===== src/rtl/fifo_burst_reader.sv =====
`default_nettype none
// ============================================================================
// Module   : fifo_burst_reader
// Purpose  : Read-side controller for a standard-mode (non-FWFT) synchronous
//            FIFO. Waits for an almost-full rising edge or a fill-level
//            trigger, idles for a settle interval, then drains the FIFO in
//            bursts without underflowing. Delivered words are checked against
//            an incrementing pattern and discontinuities are counted.
// Ports    : sys_clk, sys_rst_n    - clock, async active-low reset
//            rd_enable             - soft enable, low forces IDLE
//            almost_full, fifo_empty, fifo_rd_cnt, fifo_rdata - FIFO read side
//            fifo_rd_en            - FIFO read strobe (combinational)
//            rd_data, rd_data_vld  - registered read word and its strobe
//            burst_done            - one-cycle pulse per completed burst
//            busy                  - controller not in IDLE
//            err_cnt, err_flag     - saturating mismatch count, sticky flag
// Revision : 1.0 - initial release
// ============================================================================
module fifo_burst_reader #(
    parameter int DATA_W        = 8,
    parameter int CNT_W         = 9,
    parameter int START_LEVEL   = 200,
    parameter int SETTLE_CYCLES = 10,
    parameter int BURST_LEN     = 0
) (
    input  logic              sys_clk,
    input  logic              sys_rst_n,
    input  logic              rd_enable,
    input  logic              almost_full,
    input  logic              fifo_empty,
    input  logic [CNT_W-1:0]  fifo_rd_cnt,
    input  logic [DATA_W-1:0] fifo_rdata,
    output logic              fifo_rd_en,
    output logic [DATA_W-1:0] rd_data,
    output logic              rd_data_vld,
    output logic              burst_done,
    output logic              busy,
    output logic [15:0]       err_cnt,
    output logic              err_flag
);

    localparam logic [1:0] c_st_idle   = 2'd0;
    localparam logic [1:0] c_st_settle = 2'd1;
    localparam logic [1:0] c_st_read   = 2'd2;
    localparam logic [1:0] c_st_done   = 2'd3;

    // Word counter only needs to reach BURST_LEN; with unlimited bursts it is
    // kept at one bit and its value is never consulted.
    localparam int WC_W = (BURST_LEN > 0) ? $clog2(BURST_LEN + 1) : 1;

    localparam logic [7:0]      c_settle_last = 8'(SETTLE_CYCLES - 1);
    localparam logic [CNT_W:0]  c_start_level = (CNT_W + 1)'(START_LEVEL);
    localparam logic [WC_W-1:0] c_burst_len   = WC_W'(BURST_LEN);

    logic [1:0]        r_state;
    logic [1:0]        w_state_nxt;
    logic              r_af_d;
    logic [7:0]        r_settle_cnt;
    logic [WC_W-1:0]   r_word_cnt;
    logic              r_rd_en_d;
    logic [DATA_W-1:0] r_exp_data;

    logic              w_af_rise;
    logic              w_level_hit;
    logic              w_cnt_ok;
    logic [WC_W-1:0]   w_word_next;
    logic              w_burst_hit;

    // ------------------------------------------------------------------------
    // Trigger detection
    // ------------------------------------------------------------------------
    assign w_af_rise   = almost_full & ~r_af_d;
    // Extra MSB keeps the compare valid when START_LEVEL uses the full count range.
    assign w_level_hit = (START_LEVEL != 0) && ({1'b0, fifo_rd_cnt} >= c_start_level);

    // ------------------------------------------------------------------------
    // Burst accounting
    // ------------------------------------------------------------------------
    assign w_cnt_ok    = (BURST_LEN == 0) || (r_word_cnt < c_burst_len);
    assign fifo_rd_en  = (r_state == c_st_read) & rd_enable & ~fifo_empty & w_cnt_ok;
    // Look ahead by the current strobe so DONE follows the last strobe directly.
    assign w_word_next = r_word_cnt + WC_W'(fifo_rd_en);
    assign w_burst_hit = (BURST_LEN != 0) && (w_word_next == c_burst_len);

    assign busy        = (r_state != c_st_idle);
    assign burst_done  = (r_state == c_st_done) & rd_enable;

    // ------------------------------------------------------------------------
    // Next-state logic; a dropped enable overrides every transition.
    // ------------------------------------------------------------------------
    always_comb begin
        w_state_nxt = r_state;
        case (r_state)
            c_st_idle: begin
                if (w_af_rise || w_level_hit) begin
                    w_state_nxt = c_st_settle;
                end
            end
            c_st_settle: begin
                if (r_settle_cnt == c_settle_last) begin
                    w_state_nxt = c_st_read;
                end
            end
            c_st_read: begin
                if (fifo_empty || w_burst_hit) begin
                    w_state_nxt = c_st_done;
                end
            end
            c_st_done: begin
                w_state_nxt = c_st_idle;
            end
            default: begin
                w_state_nxt = c_st_idle;
            end
        endcase
        if (!rd_enable) begin
            w_state_nxt = c_st_idle;
        end
    end

    // ------------------------------------------------------------------------
    // Control registers. Counters are held at zero outside their state, so
    // they always start from zero on entry.
    // ------------------------------------------------------------------------
    always_ff @(posedge sys_clk or negedge sys_rst_n) begin
        if (!sys_rst_n) begin
            r_state      <= c_st_idle;
            r_af_d       <= 1'b0;
            r_settle_cnt <= 8'd0;
            r_word_cnt   <= '0;
        end else begin
            r_state <= w_state_nxt;
            r_af_d  <= almost_full;

            if (r_state == c_st_settle) begin
                r_settle_cnt <= r_settle_cnt + 8'd1;
            end else begin
                r_settle_cnt <= 8'd0;
            end

            if (r_state != c_st_read) begin
                r_word_cnt <= '0;
            end else if (fifo_rd_en) begin
                r_word_cnt <= w_word_next;
            end
        end
    end

    // ------------------------------------------------------------------------
    // Data path and pattern checker. The FIFO presents data one cycle after
    // the strobe; the word is captured and checked on that cycle's edge.
    // The checker always reloads from the received word so a single jump in
    // the sequence counts as one error.
    // ------------------------------------------------------------------------
    always_ff @(posedge sys_clk or negedge sys_rst_n) begin
        if (!sys_rst_n) begin
            r_rd_en_d   <= 1'b0;
            rd_data_vld <= 1'b0;
            rd_data     <= '0;
            r_exp_data  <= '0;
            err_cnt     <= 16'd0;
            err_flag    <= 1'b0;
        end else begin
            r_rd_en_d   <= fifo_rd_en;
            rd_data_vld <= r_rd_en_d;
            if (r_rd_en_d) begin
                rd_data    <= fifo_rdata;
                r_exp_data <= fifo_rdata + DATA_W'(1);
                if (fifo_rdata != r_exp_data) begin
                    err_flag <= 1'b1;
                    if (err_cnt != 16'hFFFF) begin
                        err_cnt <= err_cnt + 16'd1;
                    end
                end
            end
        end
    end

endmodule
`default_nettype wire


===== config.mk =====
export PLATFORM = sky130hd
export DESIGN_NAME = fifo_burst_reader
export DESIGN_NICKNAME = d
export VERILOG_FILES = /design/src/rtl/fifo_burst_reader.sv
export SDC_FILE = /design/constraint.sdc
export NUM_CORES = 1
export LEC_CHECK = 0
export BUFFER_PORTS_ARGS = -buffer_cell sky130_fd_sc_hd__buf_2
export CORE_ASPECT_RATIO = 1.4
export CORE_MARGIN = 1
export CORE_UTILIZATION = 53
export DETAILED_ROUTE_END_ITERATION = 6
export GPL_TIMING_DRIVEN = 0
export PLACE_DENSITY = 0.78
export SLEW_MARGIN = 5
export SYNTH_ARGS = -nofsm -noshare
export SYNTH_HDL_FRONTEND = slang
export SYNTH_SLANG_ARGS = --single-unit
export TNS_END_PERCENT = 10

===== constraint.sdc =====
create_clock -name sys_clk -period 2.3 [get_ports sys_clk]
set_clock_uncertainty 0.05 [all_clocks]
set_input_delay 0.23 -clock sys_clk [delete_from_list [all_inputs] [get_ports sys_clk]]
set_output_delay 0.23 -clock sys_clk [all_outputs]
set_load 0.005 [all_outputs]

; ---- Word-level counts from Yosys, hierarchy flattened
; Index checks and enable logic that the tools add are counted.
[word_totals]
regBits = 46
[op_classes]
add_sub_neg = 3
magnitude_cmp = 1
n_eq_ne = 9
muxes = 6
n_bitwise = 6
n_reduce_logical = 6
[ops]
columns = cell, count
row1 = $add 16x1->16 const B, 1
row2 = $add 8x1->8 const B, 2
row3 = $ne 16x16->1 const B, 1
row4 = $ge 9x8->1 const B, 1
row5 = $ne 3x3->1 const B, 3
row6 = $eq 8x4->1 const B, 1
row7 = $mux 2, 4
row8 = $mux 8, 1
row9 = $ne 8x8->1, 1
row10 = $pmux 2 s4, 1
row11 = $reduce_and 3->1, 2
row12 = $and 1x1->1, 4
row13 = $eq 2x2->1 const B, 2
row14 = $eq 2x1->1 const B, 1
row15 = $logic_not 2->1, 1
row16 = $not 1->1, 2
row17 = $reduce_and 2->1, 1
row18 = $reduce_bool 2->1, 1
row19 = $logic_or 1x1->1, 1

; ---- Longest topological paths before layout
; Gate-level depths: netlist of run 1.
[depth]
ltp_word = 6
ltp_mapped = 8
ltp_nobuf = 8

; ---- Least setup slack after synthesis of run 1
; Ideal clock, no wire load.
[synth_timing]
path_kind = register to register
startpoint = register r_settle_cnt[1]
endpoint = register r_state[0]
setup_ps = 119
arrival_time_ps = 1487
setup_slack_ps = 644
stages_incl_launch_ff = 9
n_path_buf = 0
cell_sequence = dfrtp_1 inv_1 ha_1 nor4bb_1 nand2_1 a22oi_1 o21ai_0 xnor2_1 and2_1
[synth_via]
elab_chain_cells = 3
[synth_rtl]
columns = element, line_no
row1 = from (decl), 58  ; logic [7:0] r_settle_cnt;
row2 = from (signal assigned), 136  ; r_settle_cnt <= r_settle_cnt + 8'd1;
row3 = $eq 8x4->1, 100  ; if (r_settle_cnt == c_settle_last) begin
row4 = $ne 3x3->1 (no line), -
row5 = $reduce_and 3->1 (no line), -
row6 = to (signal assigned), 127  ; r_state <= c_st_idle;
row7 = to (signal assigned), 132  ; r_state <= w_state_nxt;
row8 = to (decl), 55  ; logic [1:0] r_state;
; No other way between the ends.
; A chain may end at the register's enable or synchronous reset.

; ---- Worst setup path after layout of run 1
[layout_timing]
startpoint = register r_state[0]
endpoint = output fifo_rd_en
[layout_via]
elab_chain_cells = 3
[layout_rtl]
columns = element, line_no
row1 = $eq 2x2->1, 80  ; assign fifo_rd_en = (r_state == c_st_read) & rd_enable & ~fifo_empty & w_cnt_ok;
row2 = $and 1x1->1 (2 in series), 80
row3 = to (decl), 33  ; output logic fifo_rd_en,
; No other way between the ends.

==> results of run 1 <==
cells in the mapped netlist (all sizes together):
cell / n / share of area (%)
dfrtp: 46 / 51
xnor2: 30 / 12
mux2: 11 / 5.5
and3: 10 / 2.8
nand3: 10 / 2.4
nand4: 10 / 3.1
nor2: 10 / 2.0
and2: 9 / 2.5
nand2: 9 / 1.5
ha: 8 / 4.4
inv: 7 / 1.2
a21oi: 6 / 1.3
xor2: 5 / 1.9
clkbuf: 3 / 0.50
nor2b: 3 / 0.83
buf: 2 / 1.0
nand2b: 2 / 0.56
o21ai: 2 / 0.61
a211oi: 1 / 0.33
a22oi: 1 / 0.33
and4: 1 / 0.39
mux2i: 1 / 0.44
nand4b: 1 / 0.39
nor3: 1 / 0.22
nor3b: 1 / 0.33
nor4: 1 / 0.95
nor4bb: 1 / 0.44
o211ai: 1 / 0.33
o311ai: 1 / 0.39
or3: 1 / 0.33
kinds of logic (layout without fill, tap and decap cells):
family	after synthesis	count (layout)	share of synthesized area, %
simple gates	70	70	18.8
flops	46	46	51.2
xor+xnor	35	35	13.6
compound gates	12	12	3.34
mux	12	12	5.95
buf+inv	12	68	2.67
fa+ha+maj	8	8	4.45
cells in the final DEF (no fill, tap or decap), types with 2 or more instances in the layout:
cell type and n:
a21oi_1 6, buf_2 47, nand2_1 9, nor2b_1 3, nand4_1 9, clkbuf_1 4, dfrtp_1 46, nor2_1 9
nand2b_1 2, xor2_1 5, and2_1 9, mux2_2 11, nand3_1 9, buf_6 2, and3_1 9, clkbuf_8 6
ha_1 8, xnor2_1 30, inv_1 7
final cells by class:
| class | count | area [um^2] |
|---|---|---|
| Timing Repair Buffer | 48 | 245 |
| Tap cell | 43 | 53.8 |
| Multi-Input combinational cell | 137 | 1040 |
| Fill cell | 318 | 1350 |
| Clock buffer | 7 | 86.3 |
| Inverter | 7 | 26.3 |
| Clock inverter | 1 | 5.00 |
| Sequential cell | 46 | 1150 |
| Buffer | 5 | 33.8 |
power by group:
part	internal (mW)	switching, mW
Clock	0.242	0.258
Sequential	1.01	0.145
Combinational	0.340	0.285
Total	1.59	0.687
per-layer routing:
layer | up-vias | share of wire [%]
met5 | - | 0
met4 | 0 | 1.1
met3 | 5 | 4.0
met2 | 34 | 52
met1 | 776 | 43
li1 | 773 | -
flip-flops by register name, summed over array words and instances (netlist names):
name	flops
err_cnt	16
r_exp_data	8
r_settle_cnt	8
rd_data	8
r_state	2
err_flag	1
r_af_d	1
r_rd_en_d	1
rd_data_vld	1
how the worst max path moves through the flow:
stage | start | end | slack, ns | cells past startpoint
after floorplan | r_settle_cnt[1] | r_state[0] | 0.64 | 8
after global placement | r_settle_cnt[1] | r_state[0] | 0.49 | 8
after detailed placement | r_settle_cnt[1] | r_state[0] | 0.48 | 8
after CTS | r_state[0] | fifo_rd_en | 0.43 | 5
after global routing | r_state[0] | fifo_rd_en | 0.27 | 5
final | r_state[0] | fifo_rd_en | 0.45 | 5
timing repair:
action	in CTS	in global routing
hold endpoints to repair	1	0
hold buffers	1	0
setup endpoints to repair	0	0
critical path, stage by stage (launching register included):
cell and delay (ns):
dfrtp_1 0.43, inv_1 0.10, ha_1 0.15, inv_1 0.05
nor3b_1 0.35, buf_2 0.19
==> impl_results.md, run 1 <==
- Status: finished with violations
- Violated checks: design-rule violations
- Dpl cells: 285
- Clock transition at path regs: 0.08 ns
- CTS tree: yes
- Fin crit period: 1.85 ns
- Mapped Avg Cell Area: 11.5 um^2
- Clock Path Buffers: 2
- Area after DPL: 2540 um^2
- Vias in the first global route: 1,514
- Post-route design area: 2640 um^2
- Dpl hpwl: 2810 um
- Routed length per instance: 13.2 um
- Ys Warns: 0
- CTS HTree Levels: 2
- TritonCTS buffer count: 5
- Largest net degree at the start of global routing: 47
- Top Ports: 51
- Via count: 1,588
- Worst flop-to-flop path endpoint: r_state[0]
- Reg2reg path depth: 8
- Endpoints failing hold: 0
- Met3 usage: 4.56%
- Post-layout util: 66.2%
- Synthesis-stage register bit count: 46
- Worst min-delay path category: in2async
- Fin Hold WS: 0.0325 ns
- Layout area overhead: 17.4%
- Number of diodes: 0
- Max-cap violations: 0
- # nets final: 280
- Finished Layout Cells: 294
- # clock sinks: 46
- Power per cell area: 863 nW/um^2
- Share of cells above drive strength 1: 29.5%
- Core Footprint: 3990 um^2
- Fmax achieved: 0.542 GHz
- GRT met2 Usage: 32.7%
- GR Layer Usage met1: 21.5%
- Port Buffers: 47
- Starting Density: 56.4%
- Max-slew headroom: 34.8%
- Worst vdd ir: 480 uV
- Placement Rows: 27
- Vias/cell: 5.40
- Residual DRC: 6
- Worst EP arrival: 1.57 ns
- RSZ-0062 raised after global routing: no
- Final Wtd Congestion: 0.817
- Die Y: 79.1 um
- Unique masters post-synth: 35
- Setup ws final: 0.455 ns
- First-pass detailed-route iteration total: 6
- Final Cycle Share: 80.2%
- GR Util All Layers: 18.9%
- Setup CP Type: reg2out
- Max FO, Critical Path: 4
- Routed wire length: 3880 um
- Worst Setup End Kind: output port
- Die W: 57.1 um
- Skew-Pair Late Insertion Delay: 0.30 ns
- Dpl ws: 0.475 ns
- Startpoint Class: register
- Register area share after synthesis: 51.2%
- Setup TNS: 0 ns
- First-pass GRT wire length: 6540 um
- Die area: 4510 um^2
- Gr busiest metal: met2
- Worst r2r src: r_settle_cnt[1]
- Worst Path Required: 2.02 ns
- Clk root buf: clkbuf_8
- Synth Cell Area: 2250 um^2
- GRT Residual Overflow: 0
- Post-route ant nets: 0
- Final Max Tran Viols: 0
- Worst-margin pin slew: 0.977 ns
- Pleak: 1.28 nW
- Post-synthesis instance total: 195
- Initial detailed-routing violation count: 55
- Reg-to-reg setup timing slack: 0.48 ns
- Pwr Total: 2.28 mW
- Antenna violations before repair: 0
- Setup Buffers After CTS: 0
- Post_cts resized: 0
- Synth Net Count: 225
- Final setup viols: 0
Power figures use the tool's default switching activity.
==> run 2: changes to the inputs <==
==> constraint.sdc (replaced) <==
create_clock -name sys_clk -period 1.7 [get_ports sys_clk]
set_clock_uncertainty 0.05 [all_clocks]
set_input_delay 0.17 -clock sys_clk [delete_from_list [all_inputs] [get_ports sys_clk]]
set_output_delay 0.17 -clock sys_clk [all_outputs]
set_load 0.005 [all_outputs]
==> impl_results.md, run 2 (same netlist as run 1, synthesis figures left out) <==
- Die area: 4510 um^2 (unchanged)
- Routed length per instance: 13.6 um (+3.0%)
- Setup CP Type: reg2reg
- CTS HTree Levels: 2 (unchanged)
- Worst vdd ir: 648 uV (+35%)
- Dpl hpwl: 2810 um (unchanged)
- Residual DRC: 6 (unchanged)
- Routed wire length: 4010 um (+3.4%)
- Largest register FFs: 16 (unchanged)
- Clock transition at path regs: 0.08 ns (about the same)
- Commonest non-fill, non-tap cell in the layout: buf_2
- Initial detailed-routing violation count: 49 (-11%)
- Biggest register: err_cnt
- RSZ-0062 raised after global routing: yes
- # clock sinks: 46 (unchanged)
- Int Power: 2.19 mW (+38%)
- Core Footprint: 3990 um^2 (unchanged)
- Setup TNS: -0.00259 ns (-0.00259 ns)
- Endpoints failing hold: 46 (+46)
- First-pass GRT wire length: 6580 um (+0.63%)
- Final Max Tran Viols: 0 (unchanged)
- Final Wtd Congestion: 0.817 (unchanged)
- Share of cells above drive strength 1: 32.5% (+3.1 points)
- GRT Residual Overflow: 0 (unchanged)
- Status: finished with violations
- Layout area overhead: 20.1%
- Vias in the first global route: 1,509 (-0.33%)
- Largest net degree at the start of global routing: 47 (unchanged)
- Gr busiest metal: met2
- Skew-Pair Late Insertion Delay: 0.30 ns (about the same)
- Worst Setup End Kind: register
- Fin crit period: 1.70 ns
- Worst EP arrival: 1.85 ns (+0.28 ns)
- Clock Path Buffers: 2 (unchanged)
- Fmax achieved: 0.587 GHz
- Placement Rows: 27 (unchanged)
- Met3 usage: 4.56% (unchanged)
- TritonCTS buffer count: 5 (unchanged)
- Top Ports: 51 (unchanged)
- CTS tree: yes
- Setup ws final: -0.00259 ns (-0.457 ns)
- Die W: 57.1 um (unchanged)
- Antenna violations before repair: 0 (unchanged)
- Vias/cell: 5.39 (-0.28%)
- Clock power share: 21.6% (-0.4 points)
- Reg power frac: 49.5% (-1.1 points)
- Max-cap violations: 0 (unchanged)
- Final Cycle Share: 100%
- Die Y: 79.1 um (unchanged)
- GR Layer Usage met1: 21.7% (+0.21 points)
- Pleak: 1.31 nW (+2.0%)
- Power per cell area: 1170 nW/um^2 (+35%)
- Fin Hold WS: -0.0226 ns (-0.0551 ns)
- Most frequent cells in the layout: buf_2, dfrtp_1, xnor2_1
- Clk root buf: clkbuf_8
- Final setup viols: 1 (+1)
- Startpoint Class: register
- Sw power: 0.967 mW (+41%)
- Worst-margin pin slew: 0.989 ns (+0.0116 ns)
- GRT met2 Usage: 32.9% (+0.24 points)
- GR Util All Layers: 19.0% (+0.14 points)
- # nets final: 281 (+0.36%)
- Post-route ant nets: 0 (unchanged)
- Switching Fraction: 30.6% (+0.45 points)
- Dpl ws: -0.125 ns (-0.600 ns)
- Worst Path Required: 1.85 ns (-0.17 ns)
- Number of diodes: 0 (unchanged)
- Pwr Total: 3.16 mW (+39%)
- Max FO, Critical Path: 3 (-1)
- Worst min-delay path category: in2async
- First-pass detailed-route iteration total: 6 (unchanged)
- Starting Density: 56.4% (unchanged)
- Via count: 1,589 (+0.063%)
- Post-layout util: 67.8% (+1.6 points)
- Violated checks: design-rule violations, negative hold slack, negative setup slack
- Comb pwr share: 28.9% (+1.5 points)
- Max-slew headroom: 34.1% (-0.78 points)
- Port Buffers: 47 (unchanged)
-- run 2: cell count changes in the layout (fill, tap and decap cells not counted), sizes merged --
| cell | before | now |
|---|---|---|
| buf | 49 | 50 |
-- run 2: routing by layer --
metal  share of wire (%)  vias up
met4                 1.9        0
li1                    -      779
met3                 3.8        9
met5                   0        -
met2                  52       34
met1                  42      767
-- run 2: stage by stage --
step                instances  hold WS (ns)  cell area, um^2
floorplan                 195        -0.176             2250
global placement          285         0.249             2540
detailed placement        285         0.249             2540
CTS                       294       0.00167             2660
global route              295        0.0229             2700
finish                    295       -0.0226             2700
-- run 2: worst max-delay path, cell delays in order (launching register included) --
cell      delay, ns
dfrtp_1        0.40
inv_1          0.06
ha_1           0.14
nor4bb_2       0.24
nand2_1        0.11
a22oi_2        0.24
o21ai_2        0.09
xnor2_1        0.13
and2_1         0.15
-- run 2: path summary, 6_finish.rpt --
check                             endpoint  cells after the start       startpoint  slack (ns)
max in group asynchronous  r_settle_cnt[7]                      1        sys_rst_n        1.01
max reg2reg                     r_state[0]                      8  r_settle_cnt[1]      -0.003
min                             err_cnt[6]                      1        sys_rst_n       -0.02
max                             r_state[0]                      8  r_settle_cnt[1]      -0.003
min in group sys_clk             r_rd_en_d                      2       fifo_empty        0.03
min reg2reg                       err_flag                      1         err_flag        0.42
-- run 2: power groups by stage --
stage                     Clock [mW]  Combinational (mW)  Sequential (mW)
final                          0.681               0.913             1.56
after global routing           0.737                1.02             1.59
after detailed placement           0               0.852             1.58
after floorplan                    0               0.535             1.56
after global placement             0               0.828             1.57
after CTS                      0.702               0.877             1.56
-- run 2: timing repair --
action / in CTS / in global routing
endpoints found under the setup margin: 11 / 15
pin swaps: 1 / 4
setup buffers: 0 / 1
resized for setup: 7 / 5
endpoints found under the hold margin: 1 / 0
cloned: 0 / 0
hold buffers: 1 / 0
-- run 2: final cells by class --
class	instances	area, um^2
buffer	5	33.8
clock buffer	7	86.3
clock inverter	1	5.00
fill	312	1280
inverter	7	26.3
multi-input combinational	137	1090
sequential	46	1150
tap	43	53.8
timing repair buffer	49	253
==> run 3: changes to the inputs <==
--- a/config.mk
+++ b/config.mk
@@ -11,7 +11,7 @@
 export CORE_UTILIZATION = 53
 export DETAILED_ROUTE_END_ITERATION = 6
 export GPL_TIMING_DRIVEN = 0
-export PLACE_DENSITY = 0.78
+export PLACE_DENSITY = 0.77
 export SLEW_MARGIN = 5
 export SYNTH_ARGS = -nofsm -noshare
 export SYNTH_HDL_FRONTEND = slang
==> impl_results.md, run 3 (same netlist as run 1, synthesis figures left out) <==
- Startpoint Class: register
- Status: finished with violations
- Setup ws final: -0.00493 ns (-0.00234 ns)
- Die Y: 79.1 um (unchanged)
- # nets final: 280 (-0.36%)
- GR Util All Layers: 19.7% (+0.71 points)
- Skew-Pair Late Insertion Delay: 0.29 ns (about the same)
- Setup CP Type: reg2reg
- Final Cycle Share: 100% (+0.14 points)
- GRT Residual Overflow: 0 (unchanged)
- Reg2reg path depth: 8 (unchanged)
- Die W: 57.1 um (unchanged)
- Residual DRC: 6 (unchanged)
- Biggest register: err_cnt
- TritonCTS buffer count: 5 (unchanged)
- Clock transition at path regs: 0.08 ns (about the same)
- CP most frequent cell: buf_6
- Pleak: 1.29 nW (-1.4%)
- Post-route ant nets: 0 (unchanged)
- Via count: 1,569 (-1.3%)
- Largest register FFs: 16 (unchanged)
- Reg-to-reg setup timing slack: -0.005 ns (about the same)
- Worst Setup End Kind: register
- Max-slew headroom: 34.9% (+0.88 points)
- # clock sinks: 46 (unchanged)
- Worst Path Required: 1.87 ns (+0.02 ns)
- Final setup viols: 1 (unchanged)
- Setup TNS: -0.00493 ns (-0.00234 ns)
- Die area: 4510 um^2 (unchanged)
- Placement Rows: 27 (unchanged)
- Post-layout util: 67.6% (-0.22 points)
- Top Ports: 51 (unchanged)
- Worst-margin pin slew: 0.976 ns (-0.0132 ns)
- Max FO, Critical Path: 10 (+7)
- Largest net degree at the start of global routing: 47 (unchanged)
- Number of diodes: 0 (unchanged)
- Clock Path Buffers: 2 (unchanged)
- Routed wire length: 3870 um (-3.7%)
- First-pass detailed-route iteration total: 6 (unchanged)
- Fmax achieved: 0.587 GHz (-0.14%)
- Port Buffers: 47 (unchanged)
- Vias in the first global route: 1,531 (+1.5%)
- Antenna violations before repair: 0 (unchanged)
- Commonest non-fill, non-tap cell in the layout: buf_2
- Most frequent cells in the layout: buf_2, dfrtp_1, xnor2_1
- Worst EP arrival: 1.87 ns (+0.02 ns)
- CTS tree: yes
- Final Max Tran Viols: 0 (unchanged)
- Share of cells above drive strength 1: 32.3% (-0.27 points)
- First-pass GRT wire length: 6730 um (+2.3%)
- Power per cell area: 1150 nW/um^2 (-1.2%)
- Routed length per instance: 13.2 um (-3.3%)
- Vias/cell: 5.34 (-0.92%)
- Layout area overhead: 19.7%
- Endpoints failing hold: 46 (unchanged)
- Violated checks: design-rule violations, negative hold slack, negative setup slack
- RSZ-0062 raised after global routing: yes
- Starting Density: 56.4% (unchanged)
- Max-cap violations: 0 (unchanged)
- Worst min-delay path category: in2async
- Core Footprint: 3990 um^2 (unchanged)
- CP max stage delay: 0.40 ns (about the same)
- FILL cells: 317 (+1.6%)
- Fin crit period: 1.70 ns (+0.00234 ns)
- Worst vdd ir: 749 uV (+16%)
- Fin Hold WS: -0.0203 ns (+0.00228 ns)
- Worst r2r src: err_cnt[3]
- Clk root buf: clkbuf_8
- CP max-delay cell: dfrtp_1
- Initial detailed-routing violation count: 43 (-12%)
- Worst flop-to-flop path endpoint: err_cnt[8]
- Dpl hpwl: 2810 um (about the same)
- Critical path cell sequence: and3_1 > buf_6 > nand4_4 > nor4_4 > nor2_4 > buf_6 > nand4_1 > xnor2_1
- Final Wtd Congestion: 0.774 (-5.3%)
- CTS HTree Levels: 2 (unchanged)
==> run 3: changes by cell type in the layout (fill, tap and decap cells not counted) <==
cell | before | now
buf_4 | 1 | 0
xnor2_2 | 1 | 0
nor4bb_4 | 0 | 1
nor4bb_2 | 1 | 0
dfrtp_2 | 0 | 2
o21ai_1 | 0 | 1
dfrtp_1 | 46 | 44
xnor2_1 | 29 | 30
and4_4 | 1 | 0
o21ai_2 | 1 | 0
and4_2 | 0 | 1
==> run 3: final cells by class <==
cell class	count	area [um^2]	area share [%]
clock inverters	1	5.00	0.186
repair buffers	48	245	9.10
well taps	43	53.8	2.00
multi-input cells	137	1090	40.5
plain buffers	5	33.8	1.25
clock buffers	7	86.3	3.20
inverters	7	26.3	0.975
flip-flops and latches	46	1150	42.8
==> run 3: timing repair <==
item | CTS | global route
hold buffers | 1 | 0
gates resized for setup | 3 | 9
pin swaps | 0 | 3
endpoints found under the setup margin | 14 | 17
endpoints found under the hold margin | 1 | 0
setup buffers | 0 | 0
==> run 3: per-layer routing <==
layer  part of all wire [%]  track usage [%]  routed length [um]  vias up
met5                      0                0                   0        -
met4                    1.5             8.54                  59        0
met3                    5.1             5.37                 199        5
met2                     49             33.1                1910       46
met1                     44             23.6                1700      742
li1                       -                -                   -      776
==> run 3: how the worst max path moves through the flow <==
stage | cells past startpoint | to | slack (ns) | from
6_report | 8 | err_cnt[8] | -0.005 | err_cnt[3]
5_1_grt | 8 | err_cnt[8] | -0.12 | err_cnt[3]
4_1_cts | 8 | r_state[0] | -0.05 | r_settle_cnt[1]
3_5_place_dp | 8 | r_state[0] | -0.10 | r_settle_cnt[1]
3_3_place_gp | 8 | r_state[0] | -0.08 | r_settle_cnt[1]
2_1_floorplan | 8 | r_state[0] | 0.04 | r_settle_cnt[1]
==> run 3: per-stage QoR <==
step	instances	power (mW)	hold slack, ns	cell area [um^2]	setup slack (ns)
final	294	3.11	-0.0203	2690	-0.00493
after global routing	294	3.33	0.0177	2690	-0.119
after CTS	294	3.12	0.000975	2660	-0.0474
after detailed placement	285	2.43	0.247	2540	-0.101
after global placement	285	2.40	0.246	2540	-0.0758
after floorplan	195	2.10	-0.176	2250	0.0441
==> run 3: power breakdown <==
group          internal (mW)  total, mW  leakage (nW)  switching, mW
logic                  0.483      0.888         0.654          0.405
registers               1.37       1.55         0.589          0.188
clock network          0.328      0.668        0.0482          0.340
==> run 3: worst max-delay path: cells and delay by family, from the launching register on <==
| kind | cells | cell delay (ns) |
|---|---|---|
| simple gates | 5 | 0.76 |
| flops | 1 | 0.40 |
| buf+inv | 2 | 0.28 |
| xor+xnor | 1 | 0.13 |
